$ cat src/rtl/inst_fetch_unit.sv
// inst_fetch_unit: instruction-fetch front end sitting directly upstream of a combinational ROM.
//
// Owns the PC, drives the ROM chip-enable/address, captures each returned word together with its
// PC in a small FIFO, and presents the FIFO head to decode over a valid/ready handshake.
// Redirect priority: flush_i > branch_flag_i > sequential fetch.
//
// Ports:
//   clk, rst_n          clock (rising edge), asynchronous active-low reset
//   stall_i             freeze PC and suppress pushes (pops still drain the queue)
//   flush_i, new_pc_i   exception redirect and handler address
//   branch_flag_i,
//   branch_target_i     taken-branch redirect and target address
//   rom_ce_o, rom_addr_o, rom_inst_i   ROM interface (rom_inst_i is combinational on rom_addr_o)
//   if_valid_o, if_pc_o, if_inst_o, id_ready_i   IF/ID handshake
//   fq_count_o          fetch-queue occupancy
module inst_fetch_unit #(
    parameter logic [31:0] RESET_PC = 32'h0000_0000,
    parameter int unsigned DEPTH    = 2,
    parameter int unsigned CNT_W    = $clog2(DEPTH) + 1
) (
    input  logic             clk,
    input  logic             rst_n,
    input  logic             stall_i,
    input  logic             flush_i,
    input  logic [31:0]      new_pc_i,
    input  logic             branch_flag_i,
    input  logic [31:0]      branch_target_i,
    output logic             rom_ce_o,
    output logic [31:0]      rom_addr_o,
    input  logic [31:0]      rom_inst_i,
    output logic             if_valid_o,
    output logic [31:0]      if_pc_o,
    output logic [31:0]      if_inst_o,
    input  logic             id_ready_i,
    output logic [CNT_W-1:0] fq_count_o
);

    localparam int unsigned PTR_W = $clog2(DEPTH);

    logic             ce_q;
    logic [31:0]      pc_q, pc_d;
    logic [31:0]      last_pc_q;
    logic [31:0]      pc_mem   [DEPTH];
    logic [31:0]      inst_mem [DEPTH];
    logic [PTR_W-1:0] wr_ptr_q, wr_ptr_d;
    logic [PTR_W-1:0] rd_ptr_q, rd_ptr_d;
    logic [CNT_W-1:0] count_q, count_d;

    logic        redirect;
    logic [31:0] redirect_pc;
    logic        pop;
    logic        push;

    assign rom_ce_o   = ce_q;
    assign rom_addr_o = pc_q & 32'hFFFF_FFFC;
    assign fq_count_o = count_q;
    assign if_valid_o = (count_q != '0);

    // Head is read straight from storage; an empty queue shows the last delivered PC.
    assign if_pc_o   = if_valid_o ? pc_mem[rd_ptr_q] : last_pc_q;
    assign if_inst_o = if_valid_o ? inst_mem[rd_ptr_q] : 32'h0;

    assign redirect    = flush_i | branch_flag_i;
    assign redirect_pc = (flush_i ? new_pc_i : branch_target_i) & 32'hFFFF_FFFC;
    assign pop         = if_valid_o & id_ready_i;
    // A full queue may still accept when the head leaves in the same cycle.
    assign push        = ce_q & ~stall_i & ~redirect & ((count_q < CNT_W'(DEPTH)) | pop);

    always_comb begin
        pc_d     = pc_q;
        count_d  = count_q;
        wr_ptr_d = wr_ptr_q;
        rd_ptr_d = rd_ptr_q;
        if (redirect) begin
            // Queue contents and the word currently on rom_inst_i are discarded.
            pc_d     = redirect_pc;
            count_d  = '0;
            wr_ptr_d = '0;
            rd_ptr_d = '0;
        end else begin
            if (push) begin
                pc_d     = rom_addr_o + 32'd4;
                wr_ptr_d = wr_ptr_q + 1'b1;
            end
            if (pop) begin
                rd_ptr_d = rd_ptr_q + 1'b1;
            end
            unique case ({push, pop})
                2'b10:   count_d = count_q + 1'b1;
                2'b01:   count_d = count_q - 1'b1;
                default: count_d = count_q;
            endcase
        end
    end

    always_ff @(posedge clk or negedge rst_n) begin
        if (!rst_n) begin
            ce_q      <= 1'b0;
            pc_q      <= RESET_PC;
            last_pc_q <= 32'h0;
            wr_ptr_q  <= '0;
            rd_ptr_q  <= '0;
            count_q   <= '0;
        end else begin
            ce_q     <= 1'b1;
            pc_q     <= pc_d;
            wr_ptr_q <= wr_ptr_d;
            rd_ptr_q <= rd_ptr_d;
            count_q  <= count_d;
            if (if_valid_o) begin
                last_pc_q <= pc_mem[rd_ptr_q];
            end
        end
    end

    always_ff @(posedge clk or negedge rst_n) begin
        if (!rst_n) begin
            for (int i = 0; i < int'(DEPTH); i++) begin
                pc_mem[i]   <= 32'h0;
                inst_mem[i] <= 32'h0;
            end
        end else if (push) begin
            pc_mem[wr_ptr_q]   <= rom_addr_o;
            inst_mem[wr_ptr_q] <= rom_inst_i;
        end
    end

endmodule

$ cat config.mk
export PLATFORM = sky130hd
export DESIGN_NAME = inst_fetch_unit
export DESIGN_NICKNAME = d
export VERILOG_FILES = /design/src/rtl/inst_fetch_unit.sv
export SDC_FILE = /design/constraint.sdc
export NUM_CORES = 1
export LEC_CHECK = 0
export BUFFER_PORTS_ARGS = -buffer_cell sky130_fd_sc_hd__buf_2
export CAP_MARGIN = 40
export CORE_AREA = 2 2 163 165
export DETAILED_ROUTE_END_ITERATION = 8
export DIE_AREA = 0 0 165 167
export PLACE_DENSITY = 0.64
export SLEW_MARGIN = 30
export SYNTH_ARGS = -nofsm -noshare
export SYNTH_HDL_FRONTEND = slang
export SYNTH_SLANG_ARGS = --single-unit
$ cat constraint.sdc
create_clock -name clk -period 2.2 [get_ports clk]
set_clock_uncertainty 0.2 [all_clocks]
set_input_delay 0.33 -clock clk [delete_from_list [all_inputs] [get_ports clk]]
set_output_delay 0.33 -clock clk [all_outputs]
set_load 0.03 [all_outputs]
# Yosys cells after proc, flatten, opt, wreduce, memory -nomap -nowiden
# Index checks and enable logic that the tools add are counted.
[op_classes]
addsub = 5
order_cmp = 4
n_eq_ne = 2
muxes = 21
n_bitwise = 10
reduce_logical = 5
[ops]
columns = ["cell", "n"]
rows = [
  ["$mux W32", 12],
  ["$bwmux W64", 2],
  ["$add A32 B3 Y32 const B", 1],
  ["$demux W32 S1", 1],
  ["$reduce_bool A2 Y1", 3],
  ["$and A1 B1 Y1", 4],
  ["$ge A2 B2 Y1 const B", 2],
  ["$mux W1", 4],
  ["$not A1 Y2", 2],
  ["$pmux W2 S2", 1],
  ["$reduce_bool A3 Y1", 1],
  ["$add A1 B1 Y1 const B", 2],
  ["$add A2 B1 Y2 const B", 1],
  ["$eq A2 B1 Y1 const B", 1],
  ["$eq A2 B2 Y1 const B", 1],
  ["$lt A2 B1 Y1 const B", 1],
  ["$lt A2 B2 Y1 const B", 1],
  ["$mux W2", 1],
  ["$not A1 Y1", 2],
  ["$or A1 B1 Y1", 2],
  ["$sub A2 B1 Y2 const B", 1],
  ["$logic_and A1 B1 Y1", 1],
]
[totals]
regBits = 197
in_bits = 102
out_inout_bits = 100
wordCells = 57

# Depth between registers and ports, before layout
[logic_depth]
depth_word = 7
ltp_mapped = 8
ltp_nobuf = 6

# Worst setup path before layout
# No wires, ideal clock.
[synth_timing]
kind = "register -> output"
from = "reg rd_ptr_q"
to = "out if_pc_o[11]"
arrival_time_ns = 1.940
required_ns = 1.670
setup_slack_ns = -0.270
path_stages_with_launch = 5
n_path_buf = 2
cell_sequence = "dfrtp_1 > clkbuf_1 > buf_1 > mux2i_1 > o21ai_0"
[synth_via]
elab_chain_cells = 5
[synth_lines]
columns = ["element", "line_no", "text"]
rows = [
  ["start: declaration", "46", "logic [PTR_W-1:0] rd_ptr_q, rd_ptr_d;"],
  ["start signal: assignment", "108", "rd_ptr_q <= rd_ptr_d;"],
  ["$not A1 Y2 (implied by the code)", "60", "assign if_pc_o = if_valid_o ? pc_mem[rd_ptr_q] : last_pc_q;"],
  ["$mux W32 (implied by the code) (3 in series)", "60", ""],
  ["$mux W32", "-", ""],
  ["end: declaration", "32", "output logic [31:0] if_pc_o,"],
]
# No other way between the ends. The select of a mux whose other input is x is not followed.

# Worst setup path in the final report
[layout_timing]
from = "reg rd_ptr_q"
to = "out if_inst_o[17]"
[layout_via]
elab_chain_cells = 5
[layout_lines]
columns = ["element", "line_no", "text"]
rows = [
  ["$not A1 Y2 (implied by the code)", "61", "assign if_inst_o = if_valid_o ? inst_mem[rd_ptr_q] : 32'h0;"],
  ["$mux W32 (implied by the code) (3 in series)", "61", ""],
  ["$mux W32", "61", ""],
  ["end: declaration", "33", "output logic [31:0] if_inst_o,"],
]
# No other way between the ends. The select of a mux whose other input is x is not followed.

==> impl_metrics.py <==
metrics = {
    "global_route": {
        "grt_first_pass_wirelength_um": 39700,
        "first_global_vias": 7069,
        "track_usage_pct": 18.8,
        "gr-total-overflow": 0,
        "antenna_found_initial": 2,
        "grt_max_degree": 49,
    },
    "hold_path": {
        "hold-path-cell-count": 3,
        "hold_class": "input pin to flop",
    },
    "cts": {
        "cts-root-buf": "clkbuf_16",
        "insertion_delay_ns": 0.43,
        "clock-sinks": 191,
        "cts_tree": "yes",
        "cts_buffer_depth": 2,
        "cts_made_buffers": 17,
        "clk_pin_slew_ns": 0.08,
        "htreeDepth": 4,
    },
    "critical_path": {
        "r2r-end": "inst_mem[21]",
        "startpoint": "rd_ptr_q",
        "startpoint_type": "flop",
        "crit_arrival_ns": 1.75,
        "cp-endpoint": "if_inst_o[17]",
        "endpoint_kind": "primary output",
        "worstPathRequired_ns": 1.67,
        "path_max_fanout": 14,
        "r2r_cells": 5,
        "path_class": "flop to primary output",
        "ff2ff_setup_slack_ns": 0.16,
        "reg2reg_from": "fq_count_o[1]",
    },
    "placement": {
        "port_buffers": 195,
        "place.gp.congestion": 0.827,
        "hpwl_um": 17100,
        "postPlaceCellArea_um2": 10800,
        "place_inst": 1294,
    },
    "route": {
        "dr.pass1.iters": 5,
        "drc": 0,
        "avgViaCountPerCell": 5.08,
        "vias": 7136,
        "ant_nets": 0,
        "drt_iter0_markers": 455,
        "wl_per_cell_um": 18.7,
        "routed_wl_um": 26300,
    },
    "pwr": {
        "power.total_mw": 10.2,
        "peakVddDrop_mv": 0.406,
        "p_per_area_nw_per_um2": 798,
        "cellLeakagePower_nw": 5.90,
    },
    "floorplanning": {
        "rows": 59,
        "ioPinCount": 202,
        "start_util_pct": 34.7,
        "fp.dieW_um": 165,
        "dieArea_um2": 27600,
        "core_um2": 25800,
        "chipHeight_um": 167,
    },
    "final_layout": {
        "areaGrowthSynthToFinish_pct": 43.3,
        "drive_above_1_share_pct": 46.7,
        "fin_nets": 1160,
        "fin_area_um2": 12800,
        "fin_cells": 1405,
        "num_antenna_cells": 0,
    },
    "sta": {
        "fin_crit_ns": 2.28,
        "hold_viol": 0,
        "final_max_slew_viol_count": 0,
        "setup_slack_ns": -0.0806,
        "finalSetupViolCount": 36,
        "period_share_pct": 104,
        "rsz0062_at_grt": "yes",
        "finalSetupTns_ns": -1.20,
        "max_freq_mhz": 438,
    },
    "yosys": {
        "synth_top_cell_area_share_pct": 53.5,
        "ys_types": 57,
        "synth-seq-cells": 191,
        "synth_area_leaders": "dfrtp_1, mux2_2, mux2i_1",
        "yosys_warnings": 0,
        "ys_seq_area_share_pct": 53.5,
        "yosysTopAreaCell": "dfrtp_1",
        "synthCells": 754,
        "syn_area_per_cell_um2": 11.8,
        "synthesis.area_um2": 8930,
    },
    "flow_run": {
        "maxCapViolCount": 0,
    },
    "run_status": {
        "status": "complete, but fails checks",
        "violations": "setup timing",
    },
}
==> metal layers <==
layer,vias to the layer above,part of all wire [%],track usage [%]
met5,-,0.10,0
met4,4,1.1,4.27
met3,23,5.0,3.61
met2,221,47,30.9
met1,3553,46,25.8
li1,3335,-,-
==> placed cells by master, fill, tap and decap left out, types with 21 or more instances in the layout <==
master	Yosys	final
dfrtp_1	191	186
nand2_1	60	47
mux2i_1	70	60
buf_4	4	87
dlygate4sd3_1	0	49
o21ai_2	0	21
buf_12	0	21
mux2_2	115	115
nor2_1	49	48
o21ai_0	56	26
buf_6	6	33
buf_2	11	130
==> cell usage after synthesis (all sizes together) <==
library cell  count
or2               2
buf              28
nor2             50
mux2i            70
nor3b             1
a21oi            17
a221oi            1
nand2            60
mux2            120
and3              8
nor2b             5
nand4            10
a221o             3
a211o             1
a22oi            12
a2111oi           1
nand3            11
clkinv            1
a41oi             3
xnor2             4
and2              5
conb              2
and4              5
or3               2
nor3              6
o21a              1
clkbuf           19
a2bb2oi           7
a22o              4
a41o              2
o221ai            1
o22ai             6
o22a              1
o21ai            56
o311ai            2
xor2              6
ha                1
o31ai             3
nor4              3
a31oi             6
nand2b            8
dfrtp           191
a211oi            2
nor4b             1
inv               6
==> cell type report <==
type                       instances  area [um2]
multi-input combinational        510        4160
sequential                       191        4790
clock inverter                    14         148
fill                            2298       13000
clock buffer                      18         429
timing repair buffer             330        2830
inverter                           7        26.3
tap                              335         419
==> metrics by stage <==
step           util, %  setup WS [ns]  hold slack [ns]
3_3_place_gp      42.1         0.0849            0.109
4_1_cts           48.8         -0.111          0.00799
6_report          49.7        -0.0806           0.0288
3_5_place_dp      42.1         0.0810            0.112
2_1_floorplan        -        -0.0461           -0.166
5_1_grt           49.7         -0.145           0.0244
==> logic make-up (layout without fill, tap and decap cells) <==
logic type	after synthesis	after routing	synth area share, %
buffers and inverters	54	369	3.11
AND/OR/NAND/NOR	177	177	10.1
other	2	3	0.0841
flip-flops	191	191	53.5
AO/OA/AOI/OAI	129	129	9.07
adder cells (fa/ha/maj)	1	1	0.140
multiplexers	190	190	23.0
XOR/XNOR	10	10	0.981
==> worst min-delay path by stage <==
stage	start	end	slack, ns
floorplan	rst_n	fq_count_o[0]	-0.17
global placement	rst_n	inst_mem[5]	0.11
detailed placement	rst_n	inst_mem[37]	0.11
CTS	branch_target_i[22]	pc_q[22]	0.008
global route	branch_target_i[20]	pc_q[20]	0.02
finish	branch_target_i[22]	pc_q[22]	0.03
==> worst max-delay path, cell delays in order, from the launching register on <==
cell	delay, ns
dfrtp_4	0.53
buf_12	0.17
buf_12	0.16
mux2i_1	0.12
nor2_1	0.14
buf_4	0.19
==> flip-flops by register name, summed over array words and instances (netlist names) <==
register / count
fq_count_o: 2
rom_ce_o: 1
pc_mem: 60
rd_ptr_q: 1
pc_q: 30
last_pc_q: 32
wr_ptr_q: 1
inst_mem: 64
==> power by group <==
group | total (mW) | switching [mW] | leakage [nW] | internal (mW)
Clock | 3.05 | 1.53 | 0.280 | 1.52
Sequential | 4.44 | 0.332 | 2.45 | 4.11
Combinational | 2.72 | 1.46 | 3.17 | 1.27
Total | 10.2 | 3.33 | 5.90 | 6.89
==> timing repair <==
action,in CTS,in global routing
hold buffers,49,0
pin swaps,2,4
cloned,6,2
buffers inserted,14,11
endpoints found under the setup margin,65,68
hold endpoints to repair,116,0
resized for setup,115,39
Power figures use the tool's default switching activity.
